File: src/rtl/relu_maxpool2x2.sv
// rtl/relu_maxpool2x2.sv - ReLU, shift and saturate convolution sums, then 2x2 stride-2 max pool
module relu_maxpool2x2 #(
  parameter int DATA_BW = 8,
  parameter int FMAP_W  = 24,
  parameter int FMAP_H  = 24,
  parameter int SHIFT   = 0
) (
  input  logic                   CLK,
  input  logic                   RST,
  input  logic                   CLR,
  input  logic                   IN_VALID,
  input  logic [2*DATA_BW-1:0]   IN_DATA,
  output logic                   OUT_VALID,
  output logic [DATA_BW-1:0]     OUT_DATA,
  output logic                   FRAME_DONE
);

  localparam int IN_BW    = 2 * DATA_BW;
  localparam int COL_W    = $clog2(FMAP_W);
  localparam int ROW_W    = $clog2(FMAP_H);
  localparam int LB_DEPTH = FMAP_W / 2;
  localparam int LB_AW    = (LB_DEPTH > 1) ? $clog2(LB_DEPTH) : 1;

  localparam logic [IN_BW-1:0] SAT_MAX  = IN_BW'((1 << (DATA_BW - 1)) - 1);
  localparam logic [COL_W-1:0] COL_LAST = COL_W'(FMAP_W - 1);
  localparam logic [ROW_W-1:0] ROW_LAST = ROW_W'(FMAP_H - 1);

  // Phase is {row[0], col[0]} of the sample being accepted
  localparam logic [1:0] PH_EVEN_EVEN = 2'b00;
  localparam logic [1:0] PH_EVEN_ODD  = 2'b01;
  localparam logic [1:0] PH_ODD_EVEN  = 2'b10;
  localparam logic [1:0] PH_ODD_ODD   = 2'b11;

  logic [COL_W-1:0]   col_q, col_d;
  logic [ROW_W-1:0]   row_q, row_d;
  logic [DATA_BW-1:0] hmax_q, hmax_d;
  logic               out_valid_q, out_valid_d;
  logic [DATA_BW-1:0] out_data_q, out_data_d;
  logic               frame_done_q, frame_done_d;

  logic [IN_BW-1:0]   relu_val;
  logic [IN_BW-1:0]   shifted_val;
  logic [DATA_BW-1:0] q_val;
  logic [DATA_BW-1:0] pair_max;
  logic [DATA_BW-1:0] pool_max;
  logic [DATA_BW-1:0] lb_rdata;
  logic [LB_AW-1:0]   lb_addr;
  logic               lb_we;

  logic [DATA_BW-1:0] linebuf_mem [LB_DEPTH];

  // Clamping negatives first keeps the shift logical and the result monotone
  always_comb begin
    relu_val    = IN_DATA[IN_BW-1] ? '0 : IN_DATA;
    shifted_val = relu_val >> SHIFT;
    q_val       = (shifted_val > SAT_MAX) ? SAT_MAX[DATA_BW-1:0] : shifted_val[DATA_BW-1:0];
  end

  always_comb begin
    lb_addr  = LB_AW'(col_q >> 1);
    lb_rdata = linebuf_mem[lb_addr];
    pair_max = (q_val > hmax_q) ? q_val : hmax_q;
    pool_max = (lb_rdata > pair_max) ? lb_rdata : pair_max;
  end

  always_comb begin
    col_d        = col_q;
    row_d        = row_q;
    hmax_d       = hmax_q;
    out_data_d   = out_data_q;
    out_valid_d  = 1'b0;
    frame_done_d = 1'b0;
    lb_we        = 1'b0;
    if (CLR) begin
      col_d = '0;
      row_d = '0;
    end else if (IN_VALID) begin
      case ({row_q[0], col_q[0]})
        PH_EVEN_EVEN: hmax_d = q_val;
        PH_EVEN_ODD:  lb_we  = 1'b1;
        PH_ODD_EVEN:  hmax_d = q_val;
        PH_ODD_ODD: begin
          out_data_d   = pool_max;
          out_valid_d  = 1'b1;
          frame_done_d = (row_q == ROW_LAST) && (col_q == COL_LAST);
        end
        default: hmax_d = hmax_q;
      endcase
      if (col_q == COL_LAST) begin
        col_d = '0;
        row_d = (row_q == ROW_LAST) ? '0 : row_q + 1'b1;
      end else begin
        col_d = col_q + 1'b1;
      end
    end
  end

  always_ff @(posedge CLK or posedge RST) begin
    if (RST) begin
      col_q        <= '0;
      row_q        <= '0;
      hmax_q       <= '0;
      out_valid_q  <= 1'b0;
      out_data_q   <= '0;
      frame_done_q <= 1'b0;
    end else begin
      col_q        <= col_d;
      row_q        <= row_d;
      hmax_q       <= hmax_d;
      out_valid_q  <= out_valid_d;
      out_data_q   <= out_data_d;
      frame_done_q <= frame_done_d;
    end
  end

  // Line buffer contents are don't-care after reset, so it carries no reset
  always_ff @(posedge CLK) begin
    if (lb_we) begin
      linebuf_mem[lb_addr] <= pair_max;
    end
  end

  assign OUT_VALID  = out_valid_q;
  assign OUT_DATA   = out_data_q;
  assign FRAME_DONE = frame_done_q;

endmodule

File: config.mk
export PLATFORM = sky130hd
export DESIGN_NAME = relu_maxpool2x2
export DESIGN_NICKNAME = d
export VERILOG_FILES = /design/src/rtl/relu_maxpool2x2.sv
export SDC_FILE = /design/constraint.sdc
export NUM_CORES = 1
export LEC_CHECK = 0
export CORE_MARGIN = 2
export CORE_UTILIZATION = 35
export CTS_CLUSTER_DIAMETER = 40
export DETAILED_ROUTE_END_ITERATION = 12
export PLACE_DENSITY = 0.55
export REMOVE_ABC_BUFFERS = 1
export SYNTH_ARGS = -nofsm -noshare
export SYNTH_HDL_FRONTEND = slang
export SYNTH_SLANG_ARGS = --single-unit
File: constraint.sdc
create_clock -name CLK -period 7.05 [get_ports CLK]
set_input_delay 1.7625 -clock CLK [delete_from_list [all_inputs] [get_ports CLK]]
set_output_delay 1.7625 -clock CLK [all_outputs]
set_load 0.05 [all_outputs]
# Word-level counts from Yosys, hierarchy flattened
# Memories as Yosys holds them, arrays and structs flattened.
# Index checks and enable logic that the tools add are counted.
word_totals:
  wordCells: 48
  mem_bits_rw: 96
  in_bits: 20
  reg_bits: 28
  memories: 1
classes:
  eq_ne: 5
  order_cmp: 3
  addsub: 2
  reduce_logical: 8
  mux: 22
  bitwise_logic: 1
memory_table:
  columns: ["name", "words", "width", "read_ports", "rd_ports_with_merged_regs", "wr", "line", "source"]
  rows:
  - ["linebuf_mem", 12, 8, 1, 0, 1, "50", "logic [DATA_BW-1:0] linebuf_mem [LB_DEPTH];"]
op_table:
  columns: ["operator", "count"]
  rows:
  - ["5-bit two-way mux", 7]
  - ["8-bit two-way mux", 3]
  - ["8-bit greater-than comparator", 2]
  - ["15-bit by 7-bit greater-than comparator with 1-bit output, second input constant", 1]
  - ["15-bit two-way mux", 1]
  - ["1-bit two-way mux", 11]
  - ["5-bit by 1-bit adder with 5-bit output, second input constant", 2]
  - ["5-bit == test, second input constant", 2]
  - ["3-bit AND reduction", 2]
  - ["2-bit == test, second input constant", 2]
  - ["2-bit nonzero test", 2]
  - ["2-bit by 1-bit == test with 1-bit output, second input constant", 1]
  - ["2-bit logical NOT", 1]
  - ["2-bit AND reduction", 1]
  - ["2-bit OR reduction", 1]
  - ["1-bit logical AND", 1]
  - ["1-bit NOT", 1]

# Depth between registers and ports, before layout
# Gate-level depths: netlist (run 1).
depth:
  ltp_word: 7
  depth_mapped: 19
  mapped_depth_nobuf: 19

# Worst setup path after synthesis (run 1)
# OpenSTA, ideal clock, no wires.
synth_timing:
  kind: "input to register"
  start: "in IN_DATA[14]"
  end: "reg out_data_q[1], in the netlist OUT_DATA[1]"
  path_slack_ns: 1.896
  arrival_ns: 5.020
  t_required_ns: 6.916
  path_stages: 17
  setup_ns: 0.134
  path_cell_list: "nor4_1 -> nand2_1 -> nor2_1 -> nor2_1 -> ha_1 -> nor2b_4 -> o211ai_2 -> a21oi_2 -> o31ai_4 -> mux2i_1 -> ha_1 -> and3_1 -> a221o_1 -> a22oi_1 -> nand2b_1 -> nand2b_1 -> o211ai_1"
synth_via:
  elab_chain_cells: 7
synth_lines:
  columns: ["item", "line", "source"]
  rows:
  - ["start: declaration", "12", "input logic [2*DATA_BW-1:0] IN_DATA,"]
  - ["15-bit two-way mux (*)", "54", "relu_val = IN_DATA[IN_BW-1] ? '0 : IN_DATA;"]
  - ["15-bit by 7-bit greater-than comparator with 1-bit output (*)", "56", "q_val = (shifted_val > SAT_MAX) ? SAT_MAX[DATA_BW-1:0] : shifted_val[DATA_BW-1:0];"]
  - ["8-bit two-way mux (*)", "56", null]
  - ["net q_val[1]", "43", "logic [DATA_BW-1:0] q_val;"]
  - ["8-bit greater-than comparator", "62", "pair_max = (q_val > hmax_q) ? q_val : hmax_q;"]
  - ["8-bit two-way mux (*)", "62", null]
  - ["8-bit greater-than comparator", "63", "pool_max = (lb_rdata > pair_max) ? lb_rdata : pair_max;"]
  - ["8-bit two-way mux (*)", "63", null]
  - ["end signal: assignment", "111", "out_data_q <= out_data_d;"]
  - ["end: declaration", "38", "logic [DATA_BW-1:0] out_data_q, out_data_d;"]
# The timed path passes the listed nets; every way through them passes the cells marked *.
# A chain may end at the register's enable or synchronous reset.

# Worst setup path in the final report (run 1)
layout_timing:
  start: "in IN_DATA[12]"
  end: "reg out_data_q[2], in the netlist OUT_DATA[2]"
# Same word-level chain as after synthesis.

==> metrics, run 1 <==
FF/Latch Area 3580 um2; Total GRT Usage 14.5%; Core ar. 15300 um2; CP max FO 8; CP Data Arrival Time 5.97 ns; internal power 1.46 mW; CTS buffer count 17; cell area after synthesis 5530 um2; initial antenna violation count 0; Vias/cell 4.91; starting density of the core 36.1%; critical path class input pin to flop; CTS Hold Bufs 0; CTS tree built; number of max-cap violations 0; drt total wl 11300 um; largest cells by area after synthesis edfxtp_1 52%, dfrtp_1 13%, mux4_2 9.8%; Power Density 280 nW/um2; Primary FF master, synth edfxtp_1; Synth area leader edfxtp_1; largest net degree at the start of global routing 31; outcome finished clean; Gate power share 8.0%; flop2flop setup slack 3.37 ns; Pre-antenna DRT Iters 4; # diodes 0; Synth top cells by count 96 x edfxtp_1, 37 x nor2_1, 28 x dfrtp_1, 27 x nand2_1, 24 x mux4_2; Multi-input gate area 1810 um2; vias in the first global route 3190; Psw 0.400 mW; DRC 0; Synth top area share 52.1%; root buffer cell clkbuf_16; Synth Register Bits 124; clock share of power 47.7%; row count 45; Max Freq 176 MHz; PortBufs 29; CTS max path bufs 2; Resize count post-CTS 0; Routed WL per cell 17.9 um; first-pass GRT wire length 17800 um; Clock Pin Slew Worst Setup and Hold Paths 0.05 ns; RSZ-0062 raised after global routing false; via count 3096; Tmin final 5.69 ns; DIE AREA 16800 um2; Hold Violations, Final 0; setup tns final 0 ns; fillers 1377; nets@finish 446; Clock Sinks 124; Worst EP required 7.32 ns; Die X 130 um; Cells after Synth 369; post-synthesis cell type count 44; share of the yosys chip area belonging to registers 64.8%; Net Sw Frac 21.5%; nature of the critical path endpoint flop; clk_lat worst skew 0.41 ns; final number of setup-violating endpoints 0; worst-margin pin slew 1.07 ns; total power 1.86 mW; number of flops mapped to enable cells by yosys 96; gpl congestion 0.808; postcts setup bufs 0; H-tree depth 4; io pins 30; drt initial violations 257; Syn Area/Cell 15.0 um2; area growth from synthesis to layout 20.3%; fraction of layout cells with a size suffix above 1 17.4%; yosys warns 0; grt total ovfl 0; part of the cycle the worst path needs 80.7%; Rel. slew slack 28.7%; asr flop ratio synth 22.6%; remaining antenna violation count after routing 0; Max VDD drop 0.000154 V; sequential power share 44.3%; Final Skew 0.00798 ns; path category of the worst min-delay check flop to flop; Final Max Tran Viols 0; Pleak 2.35 nW; DP HPWL 7450 um; cell with the most instances after synthesis edfxtp_1; die height 130 um; CP startpoint kind input pin
logic make-up (layout without fill, tap and decap cells):
group / count (synthesis) / after routing / share of synthesized area [%]
AOI/OAI and AO/OA: 37 / 37 / 4.82
DFF: 124 / 124 / 64.8
adders and majority gates: 18 / 18 / 4.07
and+or+nand+nor: 107 / 107 / 9.16
buffers and inverters: 33 / 84 / 2.76
xor gates and xnor gates: 2 / 2 / 0.317
other: 1 / 1 / 0.0678
muxes: 47 / 47 / 14.1
area by class of cell:
type | instances | area share (%)
Sequential cell | 124 | 53.8
Timing Repair Buffer | 33 | 4.81
Clock buffer | 18 | 6.45
Tap cell | 211 | 3.97
Clock inverter | 13 | 2.63
Inverter | 20 | 1.13
Multi-Input combinational cell | 212 | 27.2
per-layer routing:
layer	vias to the layer above	routed length, um	part of all wire, %	global-route usage, %
li1	1475	-	-	-
met1	1536	5230	46	19.3
met2	74	5340	47	22.7
met3	11	574	5.1	4.43
met4	0	119	1.1	5.06
met5	-	0	0	0
flip-flops by register name, indices dropped and copies added (netlist names):
name / count
OUT_DATA: 8
hmax_q: 8
OUT_VALID: 1
col_q: 5
linebuf_mem: 96
row_q: 5
FRAME_DONE: 1
through the flow:
| step | hold WS (ns) | instance area, um2 | setup slack (ns) | util, % | cells |
|---|---|---|---|---|---|
| 2_1_floorplan | 0.476 | 5460 | 1.89 | - | 356 |
| 3_3_place_gp | 0.491 | 6050 | 0.995 | 39.5 | 600 |
| 3_5_place_dp | 0.497 | 6050 | 0.957 | 39.5 | 600 |
| 4_1_cts | 0.509 | 6660 | 1.35 | 43.5 | 631 |
| 5_1_grt | 0.542 | 6660 | 1.02 | 43.5 | 631 |
| 6_report | 0.497 | 6660 | 1.36 | 43.5 | 631 |
final timing paths:
kind	from	to	depth (start not counted)
worst min register to register	OUT_DATA[3]$_DFFE_PP0P_	OUT_DATA[3]$_DFFE_PP0P_	2
worst max register to register	hmax_q[1]$_DFFE_PP0P_	OUT_DATA[2]$_DFFE_PP0P_	14
worst max-delay path	IN_DATA[12]	OUT_DATA[2]$_DFFE_PP0P_	18
min in group asynchronous	RST	row_q[2]$_DFFE_PP0P_	2
worst min-delay path	OUT_DATA[3]$_DFFE_PP0P_	OUT_DATA[3]$_DFFE_PP0P_	2
max in group asynchronous	RST	hmax_q[1]$_DFFE_PP0P_	2
cell usage in the layout (no fill, tap or decap), types with 2 or more instances in the layout:
| cell | count |
|---|---|
| clkinvlp_4 | 4 |
| inv_1 | 18 |
| clkdlybuf4s50_1 | 29 |
| nor3_1 | 6 |
| mux2i_1 | 17 |
| mux4_2 | 24 |
| clkinv_1 | 3 |
| clkbuf_16 | 17 |
| nand3_1 | 7 |
| a21oi_2 | 2 |
| and3_1 | 2 |
| bufinv_16 | 4 |
| o211ai_1 | 7 |
| nor2_1 | 37 |
| nand2b_1 | 10 |
| a21oi_1 | 8 |
| buf_4 | 4 |
| nor3_2 | 2 |
| o21ai_1 | 3 |
| nand4_1 | 3 |
| nor2b_1 | 2 |
| edfxtp_1 | 96 |
| o21ai_0 | 8 |
| nor4_1 | 4 |
| inv_2 | 2 |
| dfrtp_1 | 28 |
| nand2_1 | 27 |
| xor2_1 | 2 |
| mux2_2 | 6 |
| ha_1 | 18 |
power by group through the flow:
stage               sequential (mW)  combinational (mW)  clock [mW]
finish                        0.826               0.149       0.889
global placement              0.840               0.147           0
detailed placement            0.840               0.151           0
global route                  0.827               0.169       0.938
CTS                           0.826               0.153       0.905
floorplan                     0.842              0.0976           0
worst max-delay path, stage by stage:
cell	delay [ns]
clkdlybuf4s50_1	0.41
nor4_1	0.26
nand2_1	0.20
nor2_1	0.13
nor2_1	0.10
ha_1	0.31
nor2b_4	0.13
o211ai_2	0.15
a21oi_2	0.09
o31ai_4	0.43
mux2i_1	0.42
ha_1	0.31
and3_1	0.22
a221o_1	0.36
a22oi_1	0.16
nand2b_1	0.27
nand2b_1	0.15
o211ai_1	0.10
(Power assumes the default switching activity.)
==> inputs of run 2 (changes only) <==
clock period = 5.7 ns   (was 7.05 ns; I/O delays follow)
==> metrics, run 2 (synthesis results as in run 1) <==
first-pass GRT wire length 17500 um (was 17800 um); setup tns final 0 ns (unchanged); total power 2.19 mW (was 1.86 mW); Max VDD drop 0.000209 V (was 0.000154 V); vias in the first global route 3285 (was 3190); Die X 130 um (unchanged); most frequent cells in the layout 96 x edfxtp_1, 37 x nor2_1, 29 x clkdlybuf4s50_1, 28 x dfrtp_1, 27 x nand2_1 (unchanged); Core ar. 15300 um2 (unchanged); PortBufs 29 (unchanged); flop2flop setup slack 2.21 ns (was 3.37 ns); Final Max Tran Viols 0 (unchanged); Hold Violations, Final 0 (unchanged); clk_lat worst skew 0.41 ns (about the same); final number of setup-violating endpoints 0 (unchanged); Most flops, register linebuf_mem (unchanged); nets@finish 453 (was 446); CP startpoint kind input pin (unchanged); final core utilization 43.3% (was 43.5%); Clock Sinks 124 (unchanged); Reg2Reg Depth 15 (was 14); starting density of the core 36.1% (unchanged); CTS buffer count 17 (unchanged); RSZ-0062 raised after global routing false (unchanged); crit path cell chain clkdlybuf4s50_1 -> nor4_1 -> nand2_1 -> nor2_1 -> nor2_1 -> ha_1 -> nor2b_4 -> o211ai_2 -> a21oi_2 -> o31ai_4 -> buf_4 -> mux2i_1 -> ha_1 -> and4_1 -> a21boi_0 -> a22oi_1 -> nand2b_1 -> nand2b_1 -> o211ai_1 (was clkdlybuf4s50_1 -> nor4_1 -> nand2_1 -> nor2_1 -> nor2_1 -> ha_1 -> nor2b_4 -> o211ai_2 -> a21oi_2 -> o31ai_4 -> mux2i_1 -> ha_1 -> and3_1 -> a221o_1 -> a22oi_1 -> nand2b_1 -> nand2b_1 -> o211ai_1); io pins 30 (unchanged); Final Skew 0.00502 ns (was 0.00798 ns); postcts setup bufs 0 (unchanged); H-tree depth 4 (unchanged); commonest non-fill, non-tap cell in the layout edfxtp_1 (unchanged); worst-margin pin slew 1.05 ns (was 1.07 ns); Multi-input gate area 1800 um2 (was 1810 um2); Power Density 330 nW/um2 (was 280 nW/um2); DP HPWL 7480 um (was 7450 um); part of the cycle the worst path needs 90.5%; CTS Hold Bufs 0 (unchanged); drt initial violations 183 (was 257); Rel. slew slack 29.7% (was 28.7%); drt total wl 10800 um (was 11300 um); fillers 1416 (was 1377); DRC 0 (unchanged); grt total ovfl 0 (unchanged); max reg flops 96 (unchanged); Worst EP required 5.97 ns (was 7.32 ns); root buffer cell clkbuf_16 (unchanged); Slowest-stage cell, CP clkdlybuf4s50_1 (was o31ai_4); outcome finished clean (unchanged); Reg2Reg Capture Point OUT_DATA[3]$_DFFE_PP0P_ (was OUT_DATA[2]$_DFFE_PP0P_); hold_ws 0.528 ns (was 0.497 ns); placed cell count 607 (was 600); FF/Latch Area 3580 um2 (unchanged); CTS max path bufs 2 (unchanged); Max Freq 194 MHz; DIE AREA 16800 um2 (unchanged); die height 130 um (unchanged); remaining antenna violation count after routing 0 (unchanged); largest net degree at the start of global routing 31 (unchanged); CTS tree built (unchanged); fraction of layout cells with a size suffix above 1 17.6% (was 17.4%); Pre-antenna DRT Iters 4 (unchanged); critical path class input pin to flop (unchanged); Pleak 2.35 nW (about the same); Hold EP OUT_DATA[1]$_DFFE_PP0P_ (was OUT_DATA[3]$_DFFE_PP0P_); area growth from synthesis to layout 19.8% (was 20.3%); initial antenna violation count 0 (unchanged); Clock Pin Slew Worst Setup and Hold Paths 0.05 ns (about the same); nature of the critical path endpoint flop (unchanged); Hold Crit Depth 2 (unchanged); row count 45 (unchanged); Total GRT Usage 14.1% (was 14.5%); Resize count post-CTS 0 (unchanged); CP max FO 8 (unchanged); # diodes 0 (unchanged); gpl congestion 0.735 (was 0.808); path category of the worst min-delay check flop to flop (unchanged); CP peak stage delay 0.41 ns (was 0.43 ns); Vias/cell 4.89 (was 4.91); Routed WL per cell 16.9 um (was 17.9 um); Finished Layout Cells 636 (was 631); hold wc startpoint OUT_DATA[1]$_DFFE_PP0P_ (was OUT_DATA[3]$_DFFE_PP0P_); via count 3108 (was 3096); FF-to-FF Start hmax_q[1]$_DFFE_PP0P_ (unchanged); number of max-cap violations 0 (unchanged); CP Data Arrival Time 5.43 ns (was 5.97 ns); Tmin final 5.16 ns
[run 2: changes by cell type in the layout (fill, tap and decap cells not counted), sizes merged]
cell      previous run  this run
bufinv               4         2
clkinvlp             4         2
buf                  4        11
clkinv               5         7
[run 2: area by class of cell]
type	instances	area share, %
clock buffer	18	6.48
clock inverter	11	1.59
inverter	20	1.13
multi-input combinational	212	27.1
sequential	124	54.1
tap	211	3.98
timing repair buffer	40	5.63
[run 2: where the power goes]
part,leakage (nW),switching [mW],internal [mW]
logic,0.856,0.106,0.0819
clock network,0.257,0.353,0.624
registers,1.24,0.00953,1.01
[run 2: stage by stage]
| stage | setup slack [ns] | area (um2) |
|---|---|---|
| 5_1_grt | 0.137 | 6630 |
| 4_1_cts | 0.533 | 6630 |
| 6_report | 0.539 | 6630 |
| 3_3_place_gp | 0.125 | 6090 |
| 2_1_floorplan | 0.882 | 5460 |
| 3_5_place_dp | 0.118 | 6090 |
[run 2: worst max path at each step]
stage,startpoint,depth (start not counted),to
after floorplan,IN_DATA[14],17,OUT_DATA[1]$_DFFE_PP0P_
after global placement,IN_DATA[9],19,OUT_DATA[5]$_DFFE_PP0P_
after detailed placement,IN_DATA[12],19,OUT_DATA[3]$_DFFE_PP0P_
after CTS,IN_DATA[12],19,OUT_DATA[5]$_DFFE_PP0P_
after global routing,IN_DATA[12],19,OUT_DATA[5]$_DFFE_PP0P_
final,IN_DATA[12],19,OUT_DATA[3]$_DFFE_PP0P_
[run 2: routing by layer]
layer / track usage, % / share of wire [%]
met1: 18.4 / 47
met2: 22.4 / 47
met3: 3.94 / 4.7
met4: 5.88 / 1.4
met5: 0 / 0
[run 2: critical path: cells and delay by family]
kind                       cells  cell delay [ns]
adders and majority gates      2             0.63
and+or+nand+nor                8             1.44
muxes                          1             0.41
buffers and inverters          2             0.63
AOI/OAI and AO/OA              6             0.89
==> inputs of run 3 (changes only) <==
CORE_ASPECT_RATIO = 0.8   (was unset)
==> metrics, run 3 (synthesis results as in run 1) <==
Pleak 2.39 nW (was 2.35 nW); Hold Violations, Final 0 (unchanged); DRC 0 (unchanged); Reg2Reg Capture Point OUT_DATA[4]$_DFFE_PP0P_ (was OUT_DATA[3]$_DFFE_PP0P_); DIE AREA 16800 um2 (about the same); CP startpoint kind input pin (unchanged); CTS max path bufs 2 (unchanged); io pins 30 (unchanged); fraction of layout cells with a size suffix above 1 19.9% (was 17.6%); area growth from synthesis to layout 21.3% (was 19.8%); final number of setup-violating endpoints 0 (unchanged); Worst EP required 5.98 ns (was 5.97 ns); Rel. slew slack 31.6% (was 29.7%); outcome finished clean (unchanged); largest net degree at the start of global routing 31 (unchanged); CTS Hold Bufs 0 (unchanged); hold wc startpoint OUT_DATA[5]$_DFFE_PP0P_ (was OUT_DATA[1]$_DFFE_PP0P_); Pre-antenna DRT Iters 5 (was 4); pre-CTS WS -0.0712 ns (was 0.118 ns); DP HPWL 7800 um (was 7480 um); die height 116 um (was 130 um); Die X 145 um (was 130 um); grt total ovfl 0 (unchanged); row count 41 (was 45); Slowest-stage cell, CP mux2i_1 (was clkdlybuf4s50_1); starting density of the core 35.5% (was 36.1%); first-pass GRT wire length 18000 um (was 17500 um); H-tree depth 4 (unchanged); Final Skew 0.0104 ns (was 0.00502 ns); flop2flop setup slack 1.91 ns (was 2.21 ns); Resize count post-CTS 0 (unchanged); drt total wl 11500 um (was 10800 um); Final Max Tran Viols 0 (unchanged); Reg2Reg Depth 10 (was 15); RSZ-0062 raised after global routing false (unchanged); Core ar. 15600 um2 (was 15300 um2); CP Data Arrival Time 5.57 ns (was 5.43 ns); path category of the worst min-delay check flop to flop (unchanged); clk_lat worst skew 0.41 ns (about the same); Most flops, register linebuf_mem (unchanged); vias in the first global route 3213 (was 3285); final worst slack 0.411 ns (was 0.539 ns); Hold EP OUT_DATA[5]$_DFFE_PP0P_ (was OUT_DATA[1]$_DFFE_PP0P_); Clock Sinks 124 (unchanged); number of max-cap violations 0 (unchanged); max reg flops 96 (unchanged); CP max FO 8 (unchanged); Power Density 347 nW/um2 (was 330 nW/um2); dpl cell area 6100 um2 (was 6090 um2); hold_ws 0.508 ns (was 0.528 ns); Hold Crit Depth 2 (unchanged); Max Freq 189 MHz (was 194 MHz); total power 2.33 mW (was 2.19 mW); worst-margin pin slew 1.02 ns (was 1.05 ns); Total GRT Usage 15.0% (was 14.1%); Vias/cell 4.82 (was 4.89); part of the cycle the worst path needs 92.8% (was 90.5%); Finished Cell Area 6720 um2 (was 6630 um2); drt initial violations 272 (was 183); final core utilization 43.1% (was 43.3%); via count 3097 (was 3108); critical path class input pin to flop (unchanged); Tmin final 5.29 ns (was 5.16 ns); CTS tree built (unchanged); remaining antenna violation count after routing 0 (unchanged); gpl congestion 0.774 (was 0.735); nets@finish 452 (was 453); CP peak stage delay 0.45 ns (was 0.41 ns); crit path cell chain clkdlybuf4s50_1 -> nor4_1 -> nand2_1 -> nor2_1 -> nor2_1 -> ha_1 -> nor2b_4 -> o211ai_2 -> a21oi_2 -> o31ai_4 -> mux2i_1 -> ha_1 -> and3_1 -> a221o_1 -> a22oi_1 -> nand2b_1 -> nand2b_1 -> o211ai_1 (was clkdlybuf4s50_1 -> nor4_1 -> nand2_1 -> nor2_1 -> nor2_1 -> ha_1 -> nor2b_4 -> o211ai_2 -> a21oi_2 -> o31ai_4 -> buf_4 -> mux2i_1 -> ha_1 -> and4_1 -> a21boi_0 -> a22oi_1 -> nand2b_1 -> nand2b_1 -> o211ai_1); root buffer cell clkbuf_16 (unchanged); initial antenna violation count 0 (unchanged); PortBufs 29 (unchanged); nature of the critical path endpoint flop (unchanged); postcts setup bufs 0 (unchanged); most frequent cells in the layout 96 x edfxtp_1, 37 x nor2_1, 29 x clkdlybuf4s50_1, 27 x dfrtp_1, 27 x nand2_1 (was 96 x edfxtp_1, 37 x nor2_1, 29 x clkdlybuf4s50_1, 28 x dfrtp_1, 27 x nand2_1); Max VDD drop 0.000191 V (was 0.000209 V); Clock Pin Slew Worst Setup and Hold Paths 0.06 ns (was 0.05 ns); FF-to-FF Start col_q[1]$_DFFE_PP0P_ (was hmax_q[1]$_DFFE_PP0P_); CTS buffer count 17 (unchanged); # diodes 0 (unchanged); commonest non-fill, non-tap cell in the layout edfxtp_1 (unchanged); Routed WL per cell 17.9 um (was 16.9 um)
==> run 3: critical path, delay by kind of cell <==
family                   cells  cell delay (ns)
AND/OR/NAND/NOR              8             1.49
AO/OA/AOI/OAI                6             1.14
multiplexers                 1             0.45
buffers and inverters        1             0.41
adder cells (fa/ha/maj)      2             0.62
==> run 3: per-stage QoR <==
stage | cells | TNS [ns]
after floorplan | 356 | 0
after global placement | 610 | 0
after detailed placement | 610 | -0.406
after CTS | 642 | 0
after global routing | 642 | 0
final | 642 | 0
==> run 3: report_power, final <==
| part | switching, mW | internal, mW |
|---|---|---|
| combinational | 0.103 | 0.0854 |
| clock | 0.414 | 0.695 |
| sequential | 0.0184 | 1.01 |
==> run 3: worst max path at each step <==
stage | from | cells past startpoint | to
floorplan | IN_DATA[14] | 17 | OUT_DATA[1]$_DFFE_PP0P_
global placement | IN_DATA[14] | 19 | OUT_DATA[5]$_DFFE_PP0P_
detailed placement | IN_DATA[14] | 19 | OUT_DATA[4]$_DFFE_PP0P_
CTS | IN_DATA[14] | 19 | OUT_DATA[4]$_DFFE_PP0P_
global route | IN_DATA[14] | 19 | OUT_DATA[3]$_DFFE_PP0P_
finish | IN_DATA[9] | 18 | OUT_DATA[4]$_DFFE_PP0P_
==> run 3: metal layers <==
metal / share of wire, % / global-route usage [%] / vias up
li1: - / - / 1484
met1: 51 / 21.5 / 1563
met2: 45 / 22.1 / 41
met3: 2.7 / 4.10 / 9
met4: 0.98 / 5.44 / 0
met5: 0 / 0 / -
==> run 3: final cells by class <==
type | instances | area [um2]
clock buffer | 17 | 425
clock inverter | 15 | 184
fill | 1451 | 8880
inverter | 20 | 75.1
multi-input combinational | 212 | 1810
sequential | 124 | 3580
tap | 215 | 269
timing repair buffer | 39 | 365
